==> src/rtl/b12_kbd_pkg.sv <==
// Shared types and constants for the b12 keypad front end.
package b12_kbd_pkg;

  localparam int KEY_W               = 4;
  localparam int DEBOUNCE_CYCLES_DEF = 16;
  localparam int REPEAT_CYCLES_DEF   = 64;

  typedef enum logic [1:0] {
    IDLE,
    ARMED,
    LOCKED
  } kbd_state_t;

  function automatic logic [2:0] popcount(input logic [KEY_W-1:0] v);
    logic [2:0] n;
    n = '0;
    for (int i = 0; i < KEY_W; i++) n = n + {2'b00, v[i]};
    return n;
  endfunction

endpackage

==> src/rtl/b12_debounce_cell.sv <==
// One raw button: 2-flop synchroniser, stability counter and debounced level.
module b12_debounce_cell
  import b12_kbd_pkg::*;
#(
  parameter int DEBOUNCE_CYCLES = DEBOUNCE_CYCLES_DEF
) (
  input  logic clock,
  input  logic reset,
  input  logic raw,
  output logic stable
);

  localparam int                 CNT_W   = $clog2(DEBOUNCE_CYCLES);
  localparam logic [CNT_W-1:0]   CNT_MAX = CNT_W'(DEBOUNCE_CYCLES - 1);

  logic             sync1_q, sync2_q;
  logic             stable_q, stable_d;
  logic [CNT_W-1:0] cnt_q, cnt_d;

  // NOTE: every output of always_comb gets a default first so no latch is inferred.
  always_comb begin
    cnt_d    = '0;
    stable_d = stable_q;
    if (sync2_q != stable_q) begin
      if (cnt_q == CNT_MAX) stable_d = ~stable_q;
      else                  cnt_d    = cnt_q + CNT_W'(1);
    end
  end

  // NOTE: sequential state uses non-blocking assignments; the synchroniser is
  // reset too, so a button held through reset is debounced again from scratch.
  always_ff @(posedge clock or negedge reset) begin
    if (!reset) begin
      sync1_q  <= 1'b0;
      sync2_q  <= 1'b0;
      cnt_q    <= '0;
      stable_q <= 1'b0;
    end else begin
      sync1_q  <= raw;
      sync2_q  <= sync1_q;
      cnt_q    <= cnt_d;
      stable_q <= stable_d;
    end
  end

  assign stable = stable_q;

endmodule

==> src/rtl/b12_keypad_frontend.sv <==
// Debounces four keys plus start and resolves them into a one-hot key code.
// Optional auto-repeat of key_valid while a key is held: B12_KEY_AUTOREPEAT_EN.
module b12_keypad_frontend
  import b12_kbd_pkg::*;
#(
  parameter int DEBOUNCE_CYCLES = DEBOUNCE_CYCLES_DEF,
  parameter int REPEAT_CYCLES   = REPEAT_CYCLES_DEF
) (
  input  logic             clock,
  input  logic             reset,
  input  logic [KEY_W-1:0] btn_raw,
  input  logic             start_raw,
  output logic [KEY_W-1:0] k,
  output logic             start,
  output logic             key_valid,
  output logic             conflict
);

  logic [KEY_W:0]   raw_all, stable_all;
  logic [KEY_W-1:0] sk;
  logic [2:0]       sk_count;

  assign raw_all = {start_raw, btn_raw};

  for (genvar i = 0; i <= KEY_W; i++) begin : g_cell
    b12_debounce_cell #(
      .DEBOUNCE_CYCLES(DEBOUNCE_CYCLES)
    ) u_cell (
      .clock (clock),
      .reset (reset),
      .raw   (raw_all[i]),
      .stable(stable_all[i])
    );
  end

  assign sk       = stable_all[KEY_W-1:0];
  assign sk_count = popcount(sk);

  kbd_state_t       state_q, state_d;
  logic [KEY_W-1:0] code_q, code_d;
  logic [KEY_W-1:0] k_q, k_d;
  logic             key_valid_q, key_valid_d;
  logic             conflict_q, conflict_d;
  logic             start_q, start_d;
  logic             rep_pulse;

  always_comb begin
    state_d = state_q;
    code_d  = code_q;
    unique case (state_q)
      IDLE: begin
        if (sk_count == 3'd1) begin
          state_d = ARMED;
          code_d  = sk;
        end else if (sk_count >= 3'd2) begin
          state_d = LOCKED;
        end
      end
      ARMED: begin
        if (sk == '0)          state_d = IDLE;
        else if (sk != code_q) state_d = LOCKED;
      end
      LOCKED: if (sk == '0) state_d = IDLE;
      default: state_d = IDLE;
    endcase

    // Outputs are registered from the next state so they change with it.
    k_d         = (state_d == ARMED) ? code_d : '0;
    key_valid_d = ((state_q == IDLE) && (state_d == ARMED)) || rep_pulse;
    conflict_d  = (state_d == LOCKED);
    start_d     = stable_all[KEY_W];
  end

`ifdef B12_KEY_AUTOREPEAT_EN
  localparam int               REP_W   = $clog2(REPEAT_CYCLES);
  localparam logic [REP_W-1:0] REP_MAX = REP_W'(REPEAT_CYCLES - 1);

  logic [REP_W-1:0] rep_q, rep_d;

  // Runs only while ARMED is held; any exit restarts the period.
  always_comb begin
    rep_d     = '0;
    rep_pulse = 1'b0;
    if ((state_q == ARMED) && (state_d == ARMED)) begin
      if (rep_q == REP_MAX) rep_pulse = 1'b1;
      else                  rep_d     = rep_q + REP_W'(1);
    end
  end

  always_ff @(posedge clock or negedge reset) begin
    if (!reset) rep_q <= '0;
    else        rep_q <= rep_d;
  end
`else
  logic unused_repeat;
  assign unused_repeat = (REPEAT_CYCLES > 0);
  assign rep_pulse     = 1'b0;
`endif

  always_ff @(posedge clock or negedge reset) begin
    if (!reset) begin
      state_q     <= IDLE;
      code_q      <= '0;
      k_q         <= '0;
      key_valid_q <= 1'b0;
      conflict_q  <= 1'b0;
      start_q     <= 1'b0;
    end else begin
      state_q     <= state_d;
      code_q      <= code_d;
      k_q         <= k_d;
      key_valid_q <= key_valid_d;
      conflict_q  <= conflict_d;
      start_q     <= start_d;
    end
  end

  assign k         = k_q;
  assign start     = start_q;
  assign key_valid = key_valid_q;
  assign conflict  = conflict_q;

endmodule

==> config.mk <==
export PLATFORM = sky130hd
export DESIGN_NAME = b12_keypad_frontend
export DESIGN_NICKNAME = d
export VERILOG_FILES = /design/src/rtl/b12_kbd_pkg.sv /design/src/rtl/b12_debounce_cell.sv /design/src/rtl/b12_keypad_frontend.sv
export SDC_FILE = /design/constraint.sdc
export NUM_CORES = 1
export LEC_CHECK = 0
export CORE_MARGIN = 8
export CORE_UTILIZATION = 51
export CTS_BUF_LIST = sky130_fd_sc_hd__clkbuf_16
export DETAILED_ROUTE_END_ITERATION = 8
export PLACE_DENSITY = 0.77
export SLEW_MARGIN = 25
export SYNTH_ARGS = -nofsm -noshare
export SYNTH_HDL_FRONTEND = slang
export SYNTH_SLANG_ARGS = --single-unit
==> constraint.sdc <==
create_clock -name clock -period 2.2 [get_ports clock]
set_input_delay 0.44 -clock clock [delete_from_list [all_inputs] [get_ports clock]]
set_output_delay 0.44 -clock clock [all_outputs]
set_load 0.05 [all_outputs]
* Word level (Yosys, flattened, before mapping)
Index checks and enable logic that the tools add are counted.
** Cells by class
- $lt $le $gt $ge :: 1
- Equal/unequal tests :: 16
- Shift-type cells :: 0
- Muxes and demuxes :: 19
- Add/subtract/negate cells :: 8
- Reduce and logical (&&, ||, !) cells :: 8
- Divide/modulo/power cells :: 0
- $mul :: 0
- Bitwise logic cells :: 5
** Operators with widths (number)
- $mux W4 :: 13
- $add A4 B1 Y4 const B :: 5
- $eq A4 B4 Y1 const B :: 5
- $mux W2 :: 5
- $reduce_and A2 Y1 :: 5
- $pmux W2 S3 :: 1
- $ne A1 B1 Y1 :: 5
- $not A1 Y1 :: 5
- $eq A2 B1 Y1 const B :: 2
- $eq A2 B2 Y1 const B :: 2
- $logic_not A4 Y1 :: 1
- $ne A4 B4 Y1 :: 1
- $add A2 B1 Y3 :: 1
- $add A3 B1 Y3 :: 1
- $eq A3 B1 Y1 const B :: 1
- $ge A3 B2 Y1 const B :: 1
- $add A1 B1 Y2 :: 1
- $logic_not A2 Y1 :: 1
- $logic_and A1 B1 Y1 :: 1
** Word-level totals
- Output and inout bits :: 7
- Word-level logic and storage cells :: 83
- Memories :: 0
- Latch bits :: 0
- Memory bits (writable) :: 0
- Memory bits (read-only) :: 0
- Register bits :: 48
- Bits of input ports :: 7

* Logic depth before layout (Yosys ltp)
- Depth after elaboration :: 9
- Gate-level depth with buffers :: 10
- Mapped depth without buffers :: 10

* Hierarchy
Synthesis repeated with hierarchy kept, for this count alone.
** Second synthesis, totals
- Cells, all modules :: 145
- Area total of the unflattened synthesis :: 1998.2 um2
** Modules (own cells, without submodules)
- b12_debounce_cell :: instances 5, cells an instance 18, area an instance 270.3 um2, seq. area each 175.2 um2
- b12_keypad_frontend :: instances 1, cells an instance 55, area an instance 646.9 um2, seq. area each 325.3 um2

* Worst setup path before layout
No wires, ideal clock.
- Path kind :: register -> register
- Start :: reg g_cell[0].u_cell.stable_q
- End :: reg k_q[1], in the netlist k[1]
- Arrival :: 2303 ps
- Data required time :: 2072 ps
- Cell stages (with the launch flop) :: 11
- Path buffers :: 0
- Path slack :: -231 ps
- Path through :: dfrtp_1 inv_1 fa_1 inv_1 ha_1 inv_1 ha_1 nor3b_2 nand2_2 mux2_1 a21boi_1
** On the way
- Elaborated cells between the ends (all ways) :: 17
- Those cells by class :: 3 x add/sub; 1 x order compare; 3 x eq/ne; 9 x mux; 1 x reduce/logical
** RTL lines
- from (decl) :: RTL line b12_debounce_cell.sv:17 : logic stable_q, stable_d;
- from (signal assigned) :: RTL line b12_debounce_cell.sv:42 : stable_q <= stable_d;
- $add A1 B1 Y2 :: RTL line b12_kbd_pkg.sv:17 : for (int i = 0; i < KEY_W; i++) n = n + {2'b00, v[i]};
- $add A2 B1 Y3 :: RTL line b12_kbd_pkg.sv:17
- $add A3 B1 Y3 :: RTL line b12_kbd_pkg.sv:17
- $eq A3 B1 Y1 :: RTL line b12_keypad_frontend.sv:52 : if (sk_count == 3'd1) begin
- $mux W4 :: RTL line b12_keypad_frontend.sv:52
- $mux W4 :: RTL line b12_keypad_frontend.sv:50 : unique case (state_q)
- named net code_d[1] :: RTL line b12_keypad_frontend.sv:40 : logic [KEY_W-1:0] code_q, code_d;
- $mux W4 :: RTL line b12_keypad_frontend.sv:68 : k_d = (state_d == ARMED) ? code_d : '0;
- named net k_d[1] :: RTL line b12_keypad_frontend.sv:41 : logic [KEY_W-1:0] k_q, k_d;
- to (signal assigned) :: RTL line b12_keypad_frontend.sv:111 : k_q <= k_d;
- to (decl) :: RTL line b12_keypad_frontend.sv:41
The timed path passes the listed nets, and every way through them passes these cells.
A chain may end at the register's enable or synchronous reset.

* Final worst setup path
- Start :: reg g_cell[1].u_cell.stable_q
- End :: reg k_q[2], in the netlist k[2]
** On the way
- Elaborated cells between the ends (all ways) :: 17
- Those cells by class :: 3 x add/sub; 1 x order compare; 3 x eq/ne; 9 x mux; 1 x reduce/logical
** RTL lines (RTL line)
- from (decl) :: b12_debounce_cell.sv:17
- from (signal assigned) :: b12_debounce_cell.sv:42
- $add A1 B1 Y2 :: b12_kbd_pkg.sv:17
- $add A2 B1 Y3 :: b12_kbd_pkg.sv:17
- $add A3 B1 Y3 :: b12_kbd_pkg.sv:17
- $eq A3 B1 Y1 :: b12_keypad_frontend.sv:52
- $mux W4 :: b12_keypad_frontend.sv:52
- $mux W4 :: b12_keypad_frontend.sv:50
- named net code_d[2] :: b12_keypad_frontend.sv:40
- $mux W4 :: b12_keypad_frontend.sv:68
- named net k_d[2] :: b12_keypad_frontend.sv:41
The timed path passes the listed nets, and every way through them passes these cells.

==> out/qor.csv <==
metric;value;unit
crit start category;flip-flop;
Worst EP arrival;2.55;ns
final worst slack;-0.193;ns
register area share after synthesis;0.603;
Async S/R FF share, synth;1.00;
ratio of cells with drive above 1 in the final layout;0.249;
CTS clock-pin slew for the worst setup and hold paths;0.06;ns
Yosys warnings;0;
Diodes inserted;0;
Slew Limit Fails;0;
die width;78.5;µm
Cell variety after synth;26;
GP Congestion;0.812;
post-layout power;1850;µW
cell taking the most area after synthesis;dfrtp_1;
Fillers;286;
Mapped Avg Cell Area;13.1;µm²
die area;6160;µm²
largest cells by area after synthesis;dfrtp_1 60%, ha_1 5.7%, xnor2_1 4.8%;
via/cell ratio;5.39;
Syn Nets;169;
predominant post-synthesis flop cell;dfrtp_1;
vias in the first global route;1348;
CTS tree;yes;
CTS Sinks;48;
Yosys top cell area share;0.603;
via count;1277;
H-tree depth;2;
Mapped Area;1990;µm²
total CTS buffers;5;
IO Pins;14;
Max clock buf depth;2;
DRT Pass-1 Iters;4;
CP Capture Type;flip-flop;
clock network fraction of total power;0.446;
most common cell in the netlist;dfrtp_1;
drt drc;0;
area grow syn2layout;26.7;%
final std cells w/o fill;237;
Net Switching;370;µW
status;finished, violations left;
Max IR drop VDD;0.000394;V
P_int;1480;µW
pin count of the biggest net entering global routing;49;
pwr/cell area;734;nW/µm²
CP max FO;6;
Lkg Pwr;0.00113;µW
Rows;22;
top cells by count, synth;48 x dfrtp_1, 11 x inv_1, 11 x xnor2_1;
register area;1200;µm²
maximum capacitance violations;0;
Slew HR;0.615;
synthesized flop and latch total;48;
final-stage net count;205;
initial drt markers;57;
initial antenna violation count;0;
count of flip-flops with a built-in enable after synthesis;0;
synthesized instance count;152;
Logic pwr share;0.045;
failing checks;negative setup slack;
worst slew pin tran;0.577;ns
hold_buf cts;0;
RSZ-0062 raised after global routing;true;
Setup-failing EPs final;11;
final WL;3660;µm
Final ANT Viol Nets;0;
Setup Total Neg Slack;-0.835;ns
post-DP HPWL;2510;µm
Flop pwr share;0.509;
Placed Cells;224;
worst-skew pair later-pin latency;0.28;ns
endpoints failing hold;0;
die height;78.5;µm
Hold/Removal Path Class;input port to asynchronous set/reset pin;
Port Buf Inserts;13;
Core ar.;3720;µm²
placement-stage cell area;2270;µm²
clock skew;0.00395;ns
All-Layer GR Usage;0.128;
Crit path required time;2.36;ns
Max Clk Rate;0.418;GHz
Initial Utilization;0.536;
final instance area;2520;µm²
first-pass GRT wire length;6130;µm
crit share post-route;1.09;
Tmin final;2.39;ns
Crit Path Category;flip-flop to flip-flop;
CTS Root Cell;clkbuf_16;
Switching Share;0.200;
multi-input gate area in the final layout;806;µm²
DR WL/cell;15.4;µm
grt total ovfl;0;
[cell type report]
type	count	share of cell area
Inverter	12	0.0178
Tap cell	48	0.0238
Clock inverter	3	0.0149
Sequential cell	48	0.476
Clock buffer	5	0.0496
Timing Repair Buffer	29	0.0987
Multi-Input combinational cell	92	0.319
[power groups by stage]
stage	Clock (µW)	Sequential, µW	Combinational [µW]
6_report	826	942	83.9
5_1_grt	872	946	96.4
4_1_cts	840	942	86.7
3_5_place_dp	0	958	85.6
3_3_place_gp	0	954	77.3
2_1_floorplan	0	952	45.5
[layout by cell type, fill, tap and decap left out]
cell and n:
nor2b_2 1, clkdlybuf4s50_1 12, inv_2 5, mux2_2 7, clkinv_1 2, nor3b_4 1, nor2_1 6, mux2_4 2
fa_1 1, nor2_2 1, nand2_1 1, a21boi_2 1, ha_1 6, dfrtp_1 48, nand4b_1 5, o2111a_1 1
buf_6 1, nand3_1 6, ha_4 3, xnor2_1 11, nand2_2 1, nor2b_1 6, nand2b_1 1, o21ai_0 5
clkbuf_16 5, buf_2 1, nand2_4 1, a2111oi_4 1, or2b_1 1, inv_1 7, a21boi_1 3, bufinv_16 1
nor3b_1 8, buf_4 15, a221o_1 2, a21oi_1 10
[state kept, by name, indices dropped and copies added, names as in the netlist]
name,cells
g_cell.u_cell.sync1_q,5
key_valid,1
code_q,4
g_cell.u_cell.cnt_q,20
g_cell.u_cell.sync2_q,5
state_q,2
k,4
start,1
g_cell.u_cell.stable,5
conflict,1
[worst max-delay path, cell delays in order (launching register included)]
cell and delay (ns):
dfrtp_1 0.36, inv_2 0.06, fa_1 0.56, inv_2 0.05, ha_4 0.16, buf_6 0.11
ha_4 0.16, nor3b_4 0.24, nand2_4 0.11, mux2_4 0.32, a21boi_1 0.14
[kinds of logic after synthesis]
| logic type | count (synthesis) | synth area share |
|---|---|---|
| multiplexers | 9 | 0.0509 |
| adder cells (fa/ha/maj) | 10 | 0.0666 |
| AO/OA/AOI/OAI | 23 | 0.0823 |
| flip-flops | 48 | 0.603 |
| AND/OR/NAND/NOR | 39 | 0.126 |
| buffers and inverters | 12 | 0.0226 |
| XOR/XNOR | 11 | 0.0484 |
[worst paths after layout]
path	startpoint	to	slack, ns	depth (start not counted)
hold reg to reg	g_cell[1].u_cell.sync1_q	g_cell[1].u_cell.sync2_q	0.35	0
min in group clock	g_cell[1].u_cell.sync1_q	g_cell[1].u_cell.sync2_q	0.35	0
setup / recovery	g_cell[1].u_cell.stable	k[2]	-0.19	10
max in group asynchronous	reset	g_cell[1].u_cell.cnt_q[2]	1.57	2
setup reg to reg	g_cell[1].u_cell.stable	k[2]	-0.19	10
hold / removal	reset	g_cell[3].u_cell.sync2_q	0.24	2
[metrics by stage]
stage	worst slack (ns)	utilization	hold WS, ns
after floorplan	-0.156	-	0.144
after global placement	-0.102	0.610	0.336
after detailed placement	-0.205	0.610	0.337
after CTS	-0.183	0.669	0.259
after global routing	-0.276	0.679	0.294
final	-0.193	0.679	0.243
[what timing repair did]
item                                    in CTS  in global routing
pin swaps                                    4                  3
setup buffers                                3                  2
endpoints found under the setup margin       8                 12
resized for setup                            6                  5
[layer usage]
layer	routed length, µm	GRT usage	vias to the layer above
met4	82	0.0722	0
li1	-	-	597
met3	142	0.0490	10
met2	2020	0.220	22
met1	1420	0.130	648
met5	0	0	-
No activity file was read; power rests on OpenSTA's default activity.
